`src/rtl/alu_params.sv`:
```
// ALU operation codes shared by the decoder, the ALU and the execute stage.
package alu_params;

    localparam logic [3:0] ALU_NOP    = 4'd0;
    localparam logic [3:0] ALU_ADD    = 4'd1;
    localparam logic [3:0] ALU_SUB    = 4'd2;
    localparam logic [3:0] ALU_MULT   = 4'd3;
    localparam logic [3:0] ALU_BUFFER = 4'd4;
    localparam logic [3:0] ALU_AV     = 4'd5;

endpackage

```
`src/rtl/cond_exec_stage_pkg.sv`:
```
// Condition codes, NZCV bit positions and the execute control bundle.
package cond_exec_stage_pkg;

    import alu_params::*;

    localparam logic [3:0] COND_EQ = 4'b0000;
    localparam logic [3:0] COND_NE = 4'b0001;
    localparam logic [3:0] COND_CS = 4'b0010;
    localparam logic [3:0] COND_CC = 4'b0011;
    localparam logic [3:0] COND_MI = 4'b0100;
    localparam logic [3:0] COND_PL = 4'b0101;
    localparam logic [3:0] COND_VS = 4'b0110;
    localparam logic [3:0] COND_VC = 4'b0111;
    localparam logic [3:0] COND_HI = 4'b1000;
    localparam logic [3:0] COND_LS = 4'b1001;
    localparam logic [3:0] COND_GE = 4'b1010;
    localparam logic [3:0] COND_LT = 4'b1011;
    localparam logic [3:0] COND_GT = 4'b1100;
    localparam logic [3:0] COND_LE = 4'b1101;
    localparam logic [3:0] COND_AL = 4'b1110;

    localparam int FLAG_N = 3;
    localparam int FLAG_Z = 2;
    localparam int FLAG_C = 1;
    localparam int FLAG_V = 0;

    typedef struct packed {
        logic       valid;
        logic [3:0] cond;
        logic       alu_src;
        logic       mem_to_reg;
        logic       reg_write;
        logic       plus_one;
        logic       branch;
        logic       pc_src;
        logic       mem_write;
        logic [3:0] alu_control;
        logic [1:0] flag_w;
    } ex_ctrl_t;

    // A bubble never executes: always-true condition so it cannot count as squashed.
    function automatic ex_ctrl_t ex_bubble();
        ex_ctrl_t b;
        b             = '0;
        b.cond        = COND_AL;
        b.alu_control = ALU_NOP;
        return b;
    endfunction

endpackage

```
`src/rtl/cond_exec_stage_cond_check.sv`:
```
// Combinational ARM condition evaluation of a 4-bit cond field against NZCV.
module cond_check
    import cond_exec_stage_pkg::*;
(
    input  logic [3:0] cond_i,
    input  logic [3:0] flags_i,
    output logic       ok_o
);

    logic n, z, c, v;

    assign n = flags_i[FLAG_N];
    assign z = flags_i[FLAG_Z];
    assign c = flags_i[FLAG_C];
    assign v = flags_i[FLAG_V];

    always_comb begin
        ok_o = 1'b0;
        case (cond_i)
            COND_EQ: ok_o = z;
            COND_NE: ok_o = !z;
            COND_CS: ok_o = c;
            COND_CC: ok_o = !c;
            COND_MI: ok_o = n;
            COND_PL: ok_o = !n;
            COND_VS: ok_o = v;
            COND_VC: ok_o = !v;
            COND_HI: ok_o = c && !z;
            COND_LS: ok_o = !c || z;
            COND_GE: ok_o = (n == v);
            COND_LT: ok_o = (n != v);
            COND_GT: ok_o = !z && (n == v);
            COND_LE: ok_o = z || (n != v);
            COND_AL: ok_o = 1'b1;
            default: ok_o = 1'b0;
        endcase
    end

endmodule

```
`src/rtl/cond_exec_stage.sv`:
```
// Execute-stage control register with conditional execution and NZCV flag register.
// Define PERF_CNT_EN to add the saturating squashed-instruction counter (squash_cnt).
module cond_exec_stage
    import cond_exec_stage_pkg::*;
    import alu_params::*;
(
    input  logic        clk,
    input  logic        rst_n,
    input  logic        stall_e,
    input  logic        flush_e,
    input  logic        valid_d,
    input  logic [3:0]  cond_d,
    input  logic        alu_src_d,
    input  logic        mem_to_reg_d,
    input  logic        reg_write_d,
    input  logic        plus_one_d,
    input  logic        branch_d,
    input  logic        pc_src_d,
    input  logic        mem_write_d,
    input  logic [3:0]  alu_control_d,
    input  logic [1:0]  flag_w_d,
    input  logic [3:0]  alu_flags_e,
    output logic        alu_src_e,
    output logic        mem_to_reg_e,
    output logic        plus_one_e,
    output logic [3:0]  alu_control_e,
    output logic        reg_write_g,
    output logic        mem_write_g,
    output logic        pc_src_g,
    output logic        branch_taken_e,
    output logic        cond_ok_e,
`ifdef PERF_CNT_EN
    output logic [15:0] squash_cnt,
`endif
    output logic [3:0]  flags_q
);

    ex_ctrl_t   ex_q, ex_d;
    logic [3:0] flags_d;
    logic       commit;
    logic       advance;

    always_comb begin
        ex_d = ex_q;
        if (flush_e) begin
            ex_d = ex_bubble();
        end else if (!stall_e) begin
            ex_d.valid       = valid_d;
            ex_d.cond        = cond_d;
            ex_d.alu_src     = alu_src_d;
            ex_d.mem_to_reg  = mem_to_reg_d;
            ex_d.reg_write   = reg_write_d;
            ex_d.plus_one    = plus_one_d;
            ex_d.branch      = branch_d;
            ex_d.pc_src      = pc_src_d;
            ex_d.mem_write   = mem_write_d;
            ex_d.alu_control = alu_control_d;
            ex_d.flag_w      = flag_w_d;
        end
    end

    always_ff @(posedge clk) begin
        if (!rst_n) begin
            ex_q <= ex_bubble();
        end else begin
            ex_q <= ex_d;
        end
    end

    cond_check u_cond_check (
        .cond_i  (ex_q.cond),
        .flags_i (flags_q),
        .ok_o    (cond_ok_e)
    );

    assign commit  = ex_q.valid && cond_ok_e;
    // A stalled instruction stays in execute, so it must not retire its flags yet.
    assign advance = !stall_e;

    assign alu_src_e      = ex_q.alu_src;
    assign mem_to_reg_e   = ex_q.mem_to_reg;
    assign plus_one_e     = ex_q.plus_one;
    assign alu_control_e  = ex_q.alu_control;
    assign reg_write_g    = commit && ex_q.reg_write;
    assign mem_write_g    = commit && ex_q.mem_write;
    assign pc_src_g       = commit && ex_q.pc_src;
    assign branch_taken_e = commit && ex_q.branch;

    always_comb begin
        flags_d = flags_q;
        if (commit && advance) begin
            if (ex_q.flag_w[1]) begin
                flags_d[FLAG_N] = alu_flags_e[FLAG_N];
                flags_d[FLAG_Z] = alu_flags_e[FLAG_Z];
            end
            if (ex_q.flag_w[0]) begin
                flags_d[FLAG_C] = alu_flags_e[FLAG_C];
                flags_d[FLAG_V] = alu_flags_e[FLAG_V];
            end
        end
    end

    always_ff @(posedge clk) begin
        if (!rst_n) begin
            flags_q <= 4'b0000;
        end else begin
            flags_q <= flags_d;
        end
    end

`ifdef PERF_CNT_EN
    logic [15:0] squash_cnt_q, squash_cnt_d;

    always_comb begin
        squash_cnt_d = squash_cnt_q;
        if (advance && ex_q.valid && !cond_ok_e && (squash_cnt_q != 16'hFFFF)) begin
            squash_cnt_d = squash_cnt_q + 16'd1;
        end
    end

    always_ff @(posedge clk) begin
        if (!rst_n) begin
            squash_cnt_q <= 16'd0;
        end else begin
            squash_cnt_q <= squash_cnt_d;
        end
    end

    assign squash_cnt = squash_cnt_q;
`endif

endmodule

```
`config.mk`:
```
export PLATFORM = sky130hd
export DESIGN_NAME = cond_exec_stage
export DESIGN_NICKNAME = d
export VERILOG_FILES = /design/src/rtl/alu_params.sv /design/src/rtl/cond_exec_stage_pkg.sv /design/src/rtl/cond_exec_stage_cond_check.sv /design/src/rtl/cond_exec_stage.sv
export SDC_FILE = /design/constraint.sdc
export NUM_CORES = 1
export LEC_CHECK = 0
export BUFFER_PORTS_ARGS = -buffer_cell sky130_fd_sc_hd__buf_4
export CAP_MARGIN = 15
export CORE_UTILIZATION = 46
export CTS_CLUSTER_SIZE = 30
export DETAILED_ROUTE_END_ITERATION = 8
export PLACE_DENSITY = 0.75
export SYNTH_ARGS = -nofsm -noshare
export SYNTH_HDL_FRONTEND = slang
export SYNTH_SLANG_ARGS = --single-unit
```
`constraint.sdc`:
```
create_clock -name clk -period 1.95 [get_ports clk]
set_input_delay 0.0975 -clock clk [delete_from_list [all_inputs] [get_ports clk]]
set_output_delay 0.0975 -clock clk [all_outputs]
set_load 0.1 [all_outputs]
```
# Yosys cells after proc, flatten, opt, wreduce, memory -nomap -nowiden
# Cells that the tools add are included.
# word_totals
register_bits	22
wordCells	50
out_inout_bits	16
in_bits	26
# classes
n_mux	1
bitwise_logic	1
n_eq_ne	16
reduce_logical	19
# ops
op	n
$eq A4 B4 Y1 const B	7
$eq A4 B3 Y1 const B	4
$pmux W1 S15	1
$eq A4 B2 Y1 const B	2
$logic_and A1 B1 Y1	8
$logic_not A1 Y1	5
$eq A4 B1 Y1 const B	1
$logic_not A4 Y1	1
$reduce_and A2 Y1	2
$logic_or A1 B1 Y1	2
$reduce_or A2 Y1	1
$eq A1 B1 Y1	1
$ne A1 B1 Y1	1
$not A1 Y1	1

# Logic depth before layout (Yosys ltp)
# Gate-level depths: netlist (run 1).
# depth
depth_word	6
depth_mapped	6
depth_no_buf	5

# Cells and area by module
# Synthesis (run 1) repeated with hierarchy kept, for this count alone.
# hier_totals
cells_unflattened	114
area_unflattened_um2	1106.1
# by_module_without_submodules
module	area_each_um2	n_inst	cells_per_inst	seq_area_each_um2
cond_exec_stage	912.1	1	86	440.4
cond_check	193.9	1	28	0.0

# Least setup slack after synthesis (run 1)
# OpenSTA, ideal clock, no wires.
# synth_timing
path_kind	flip-flop to output port
from	reg flags_q[3]
to	out branch_taken_e
n_path_buf	0
slack_ns	-0.787
arrival_ns	2.639
required_ns	1.852
path_stages_with_launch	6
cell_sequence	dfxtp_1 -> nand2_1 -> o211a_1 -> o22ai_1 -> o31a_1 -> and2_1
# synth_via
elab_chain_len	5
elab_cells_between_ends	8
cone_classes	eq/ne: 2; mux: 1; reduce/logical: 5
# synth_rtl
item	line	source
start, declared	cond_exec_stage.sv:35	output logic [3:0] flags_q
start signal, assigned	cond_exec_stage.sv:107	flags_q <= flags_d;
$ne A1 B1 Y1 / $eq A1 B1 Y1 (equally long branches)	-	
$logic_or A1 B1 Y1 / $logic_and A1 B1 Y1 (equally long branches)	cond_exec_stage_cond_check.sv:33, cond_exec_stage_cond_check.sv:32	
$pmux W1 S15 *	cond_exec_stage_cond_check.sv:19	case (cond_i)
$logic_and A1 B1 Y1 *	cond_exec_stage.sv:76	assign commit = ex_q.valid && cond_ok_e;
$logic_and A1 B1 Y1 *	cond_exec_stage.sv:87	assign branch_taken_e = commit && ex_q.branch;
end, declared	cond_exec_stage.sv:30	output logic branch_taken_e,
# Every way passes the cells marked *; elsewhere a longest branch is shown, timed or not.

# Worst setup path in the final report (run 1)
# layout_timing
from	reg ex_q[15] (netlist name)
to	out cond_ok_e
# layout_via
elab_chain_len	2
elab_cells_between_ends	16
cone_classes	eq/ne: 14; mux: 1; reduce/logical: 1
# layout_rtl
item	line	source
start, declared	cond_exec_stage.sv:38	ex_ctrl_t ex_q, ex_d;
start signal, assigned	cond_exec_stage.sv:64	ex_q <= ex_bubble();
$eq A4 B4 Y1 (tied with other cells)	cond_exec_stage_cond_check.sv:19	
$pmux W1 S15 *	cond_exec_stage_cond_check.sv:19	
end, declared	cond_exec_stage.sv:31	output logic cond_ok_e,
# Marked as above.

==> impl_metrics.py, run 1 <==
metrics = {
    "sta": {
        "rsz0062_at_grt": "true",
        "setup_viol": 5,
        "finalCriticalPeriod_ps": 2146,
        "setup_ws_ps": -195.7,
        "fmaxAchievable_mhz": 466.0,
        "finalCritPeriodShare": 1.100,
        "slew_viol_final": 0,
        "hold_violations": 0,
        "fin_worst_skew_ps": 9.549,
        "slew_headroom": 0.7022,
        "worst_pin_slew_ps": 446.6,
    },
    "final_layout": {
        "drive_gt1_frac": 0.4601,
        "finalInstanceArea_um2": 1650,
        "final_util": 0.7251,
        "area_growth_pct": 43.21,
        "diodes": 0,
        "final_nets": 190,
    },
    "yosys": {
        "synth-main-ff-cell": "dfxtp_1",
        "synth_top_area_frac": 0.3822,
        "async_flop_share": 0,
        "syn_inst": 122,
        "synth.distinct_cells": 33,
        "syn_area_per_cell_um2": 9.446,
        "syn_nets": 148,
        "ys_seq_elements": 22,
        "seq_area_frac_synth": 0.3822,
        "netlist_top_cells_area": "dfxtp_1 38%, mux2i_1 17%, nor2_1 6.2%, nand2_1 3.6%, buf_4 2.6%",
        "synth_warnings": 0,
        "synth_edf_count": 0,
        "synth_area_um2": 1152,
        "synth_area_leader_cell": "dfxtp_1",
    },
    "cts": {
        "clk_latency_ps": 310,
        "clock_sinks": 22,
        "cts_tree": "done",
        "htreeDepth": 1,
        "clockRootBuffer": "clkbuf_4",
        "clk_pin_slew_ps": 130,
        "cts_buffers": 3,
        "clockBufferDepth": 2,
    },
    "outcome": {
        "violations": "negative setup slack",
        "outcome": "complete, but fails checks",
    },
    "setup_path": {
        "crit_fanout": 7,
        "cpLargestDelayFamily": "simple AND/OR/NAND/NOR gates",
        "timing.rr.start": "ex_q[15]",
        "crit_path_end_kind": "output pin",
        "reg2reg_depth": 6,
        "cp_slowest_stage_delay_ps": 480,
        "r2r-end": "flags_q[2]",
        "cp_slowest_cell": "or3_2",
        "crit_required_ps": 1850,
        "crit_path_frequent_cell": "buf_4",
        "reg2reg_slack_ps": 200,
        "worstSetupStartpointType": "flip-flop",
        "cp.buffers_inverters": 3,
        "critPathArrivalTime_ps": 2050,
        "worstPathCellList": "buf_4 -> nor2_1 -> a31oi_1 -> a21oi_1 -> buf_4 -> or3_2 -> buf_6",
        "worstSetupPathType": "flip-flop to output pin",
    },
    "global_route": {
        "globalRouteTotalUtil": 0.2223,
        "grt_use_met1": 0.2558,
        "grt_max_degree": 24,
        "grt-busiest-layer": "met2",
        "grt_pass1_vias": 943,
        "antenna_found_initial": 0,
        "use_met2": 0.3996,
        "overflow": 0,
        "grtUsageMet3": 0.04678,
        "grt_pass1_wl_mm": 4.333,
    },
    "drt": {
        "wirelength_mm": 2.811,
        "drcViolationCount": 0,
        "dr.pass1.iters": 6,
        "ant_nets": 0,
        "drtIter0Drc": 28,
        "dr_total_vias": 1004,
        "wl_per_cell_um": 14.72,
        "avgViaCountPerCell": 5.257,
    },
    "floorplan": {
        "fp.coreArea_um2": 2276,
        "die_w_um": 52.05,
        "initial_core_util": 0.5063,
        "die_area_um2": 2709,
        "die_y_um": 52.05,
        "num_rows": 17,
        "ios": 42,
    },
    "power": {
        "p_per_area_nw_per_um2": 593.6,
        "peakVddDrop_mv": 0.6751,
        "p_leak_nw": 0.7528,
        "power_mw": 0.9797,
    },
    "hold_path": {
        "hold_end": "alu_control_e[1]",
        "hold_path_class": "primary input to flip-flop",
        "hold_start": "alu_control_d[1]",
        "hold_depth": 3,
    },
    "place": {
        "placed_area_um2": 1479,
        "pre_cts_ws_ps": 59.03,
        "dp_hpwl_mm": 1.828,
        "finalWeightedCongestion": 0.7815,
        "io_buffers": 41,
    },
    "flow_run": {
        "cap_violations": 0,
    },
}
final cells by class:
cell class	count	area, um^2
sequential	22	466.7
timing repair buffer	50	431.7
tap	28	35.03
fill	159	625.6
multi-input combinational	87	669.4
clock buffer	4	47.55
power by group:
part	internal, mW	switching, mW	leakage [nW]
Combinational	0.0913	0.119	0.544
Sequential	0.455	0.0120	0.183
Clock	0.157	0.147	0.0261
Total	0.702	0.277	0.753
stage by stage:
step           hold slack [ps]  TNS (ps)  instances
6_report                 9.992    -912.3        191
2_1_floorplan            225.8    -112.2        122
5_1_grt                  6.272     -1466        191
3_5_place_dp             338.5         0        184
3_3_place_gp             325.3         0        184
4_1_cts                  1.963    -820.2        189
how the worst max path moves through the flow:
stage                         from        endpoint  slack, ps  depth (start not counted)
final                     ex_q[15]       cond_ok_e       -200                          7
after global routing      ex_q[14]        pc_src_g       -310                          7
after CTS                 ex_q[13]        pc_src_g       -170                          6
after detailed placement  ex_q[15]        pc_src_g         60                          8
after global placement    ex_q[15]  branch_taken_e        100                          6
after floorplan           ex_q[16]  branch_taken_e        -30                          6
routing by layer:
layer | routed length [um] | vias to the layer above
met5 | 0 | -
met4 | 15 | 0
met3 | 125 | 2
met2 | 1546 | 32
met1 | 1123 | 473
li1 | - | 497
logic make-up after synthesis:
group	count (synthesis)	share of synthesized area
multiplexers	21	0.1835
AND/OR/NAND/NOR	50	0.2161
XOR/XNOR	2	0.01520
AO/OA/AOI/OAI	14	0.1314
flip-flops	22	0.3822
buffers and inverters	13	0.07165
flip-flops by register name, indices dropped and copies added (netlist names):
name and cells:
flags_q 4, alu_src_e 1, alu_control_e 4, mem_to_reg_e 1, ex_q 11, plus_one_e 1
worst register-to-register path: stages, from the launching register on:
cell     delay, ps
dfxtp_4        410
mux2_4         310
a22oi_2        130
o22ai_2        130
buf_4          170
o31ai_2        300
mux2i_1        230
synthesized netlist by cell type, types with 2 or more instances:
library cell and count:
and2_1 4, buf_2 3, nor2_1 19, clkbuf_1 4, a211o_1 3, mux2i_1 20
buf_6 2, nand3_1 2, nand2_1 11, dfxtp_1 22, nor2b_1 4, nand2b_1 4
buf_4 4
cells in the final DEF (no fill, tap or decap), types with 4 or more instances in the layout:
cell type and instances:
nor2b_1 4, buf_4 44, mux2i_1 20, nor2_1 19, and2_4 5, nand2_1 11
dfxtp_1 15, dfxtp_4 7, buf_12 4
timing repair:
action	CTS	global route
gates resized for setup	23	6
setup endpoints to repair	5	6
hold buffers	0	1
setup buffers	1	1
endpoints found under the hold margin	0	1
pin swaps	7	3
Note: power is estimated with default switching activity, not from simulation.
==> run 2: changes to the inputs <==
- CORE_UTILIZATION: 46 -> 45
- PLACE_DENSITY: 0.75 -> 0.74
- RECOVER_POWER: unset -> 25
==> run 2 against run 1 <==
Net effect:
- the flow still finishes with violations (negative setup slack)
- non-clock buffer count up 1
- via count down 1.8%
- register-to-register slack lost 210 ps
- sequential power is essentially flat
- hold slack worse by 1.4 ps
- flip-flop and latch count did not move
- setup slack better by 32 ps
- first-iteration DRC count is 64% lower
- critical path depth down 1
- core utilization decreased by 2.2 points
- global-route usage fell by 0.17 points
- critical path type unchanged
- critical endpoint is now branch_taken_e
==> impl_metrics.py, run 2 (synthesized netlist as in run 1, its figures left out) <==
metrics = {
    "outcome": {
        "outcome": "complete, but fails checks",
        "violations": "negative setup slack",
    },
    "cts": {
        "clock_sinks": 22,
        "clockRootBuffer": "clkbuf_4",
        "cts_tree": "done",
        "cts_buffers": 3,
        "clockBufferDepth": 2,
        "clk_pin_slew_ps": 120,
        "clk_latency_ps": 310,
        "htreeDepth": 1,
        "hold_buffers": 0,
    },
    "global_route": {
        "grt_max_degree": 24,
        "grt_pass1_vias": 1000,
        "grt_pass1_wl_mm": 4.360,
        "globalRouteTotalUtil": 0.2206,
        "antenna_found_initial": 0,
        "overflow": 0,
    },
    "sta": {
        "fmaxAchievable_mhz": 473.2,
        "finalCritPeriodShare": 1.084,
        "worst_pin_slew_ps": 490.1,
        "rsz0062_at_grt": "true",
        "fin_worst_skew_ps": 6.632,
        "setup_ws_ps": -163.4,
        "fin_hold_ws_ps": 8.594,
        "hold_violations": 0,
        "slew_headroom": 0.6733,
        "finalCriticalPeriod_ps": 2113,
        "slew_viol_final": 0,
        "setup_viol": 6,
    },
    "drt": {
        "drcViolationCount": 0,
        "dr_total_vias": 986,
        "ant_nets": 0,
        "dr.pass1.iters": 4,
        "wl_per_cell_um": 14.00,
        "avgViaCountPerCell": 5.135,
        "wirelength_mm": 2.688,
        "drtIter0Drc": 10,
    },
    "setup_path": {
        "cp.depth": 6,
        "reg2reg_depth": 9,
        "cp.buffers_inverters": 1,
        "crit_path_end_kind": "output pin",
        "r2r-end": "flags_q[3]",
        "worstPathCellList": "nand2b_4 -> o32a_1 -> a41oi_4 -> o31a_1 -> and2_4 -> buf_12",
        "cp_slowest_cell": "dfxtp_4",
        "crit_required_ps": 1850,
        "timing.rr.start": "ex_q[13]",
        "cp_slowest_stage_delay_ps": 380,
        "worstSetupPathType": "flip-flop to output pin",
        "cpLargestDelayFamily": "compound AO/OA/AOI/OAI gates",
        "worstSetupStartpointType": "flip-flop",
        "reg2reg_slack_ps": -10,
        "critPathArrivalTime_ps": 2020,
        "crit_fanout": 5,
    },
    "floorplan": {
        "ios": 42,
        "fp.coreArea_um2": 2318,
        "initial_core_util": 0.4970,
        "die_y_um": 52.61,
        "die_area_um2": 2767,
        "num_rows": 17,
        "die_w_um": 52.61,
    },
    "place": {
        "io_buffers": 41,
        "finalWeightedCongestion": 0.8039,
        "dp_hpwl_mm": 1.862,
        "dp_cells": 184,
    },
    "final_layout": {
        "regArea_um2": 464.2,
        "multi_input_area_um2": 670.6,
        "final_common_cell": "buf_4",
        "diodes": 0,
        "fillCellCount": 179,
        "final_nets": 191,
        "final_cell_mix": "45 x buf_4, 20 x mux2i_1, 19 x nor2_1, 15 x dfxtp_1, 11 x nand2_1",
        "drive_gt1_frac": 0.4573,
        "area_growth_pct": 41.37,
        "largest_register": "ex_q",
        "instances_no_fill": 192,
        "largest_reg_flops": 11,
    },
    "hold_path": {
        "hold_depth": 3,
        "hold_path_class": "primary input to flip-flop",
        "hold_start": "branch_d",
        "hold_end": "ex_q[8]",
    },
    "power": {
        "p_leak_nw": 0.7453,
        "peakVddDrop_mv": 0.4785,
        "p_per_area_nw_per_um2": 547.9,
    },
    "flow_run": {
        "cap_violations": 0,
    },
}
[run 2: how the worst max path moves through the flow]
stage | slack [ps] | end | from
after global routing | -250 | branch_taken_e | ex_q[13]
after detailed placement | 50 | branch_taken_e | ex_q[15]
after global placement | 110 | mem_write_g | ex_q[13]
after floorplan | -30 | branch_taken_e | ex_q[16]
after CTS | -160 | branch_taken_e | ex_q[13]
final | -160 | branch_taken_e | ex_q[13]
[run 2: where the power goes]
part | total (mW) | internal (mW) | switching, mW | leakage (nW)
logic | 0.208 | 0.0904 | 0.117 | 0.548
clock network | 0.218 | 0.0800 | 0.139 | 0.0150
registers | 0.466 | 0.455 | 0.0108 | 0.183
total | 0.893 | 0.626 | 0.267 | 0.745
[run 2: layout make-up]
| cell class | count | area share |
|---|---|---|
| sequential | 22 | 0.2849 |
| tap | 28 | 0.02151 |
| multi-input combinational | 87 | 0.4117 |
| timing repair buffer | 51 | 0.2657 |
| clock buffer | 4 | 0.01613 |
[run 2: repair_timing]
| action | 4_1_cts | 5_1_grt |
|---|---|---|
| resized for setup | 24 | 4 |
| setup buffers | 3 | 1 |
| pin swaps | 7 | 4 |
| endpoints found under the setup margin | 5 | 7 |
| gates cloned | 0 | 0 |
[run 2: stage by stage]
step | instance area, um^2 | setup slack (ps) | power, mW | util | setup TNS, ps
2_1_floorplan | 1174 | -28.04 | 0.6108 | - | -112.2
3_3_place_gp | 1479 | 111.1 | 0.6679 | 0.6379 | 0
3_5_place_dp | 1479 | 47.38 | 0.6727 | 0.6379 | 0
4_1_cts | 1610 | -164.7 | 0.8931 | 0.6945 | -754.0
5_1_grt | 1629 | -248.6 | 0.9244 | 0.7026 | -1450
6_report | 1629 | -163.4 | 0.8925 | 0.7026 | -766.8
[run 2: per-layer routing]
metal / share of wire / track usage / routed length, um / up-vias
met5: 0 / 0 / 0 / -
met4: 0.013 / 0.1009 / 36 / 0
met3: 0.038 / 0.04058 / 101 / 4
met2: 0.53 / 0.3903 / 1412 / 24
met1: 0.42 / 0.2526 / 1138 / 456
li1: - / - / - / 502
[run 2: worst min-delay path: stages]
cell     delay, ps
buf_4           70
mux2i_1         50
nor2_1          70
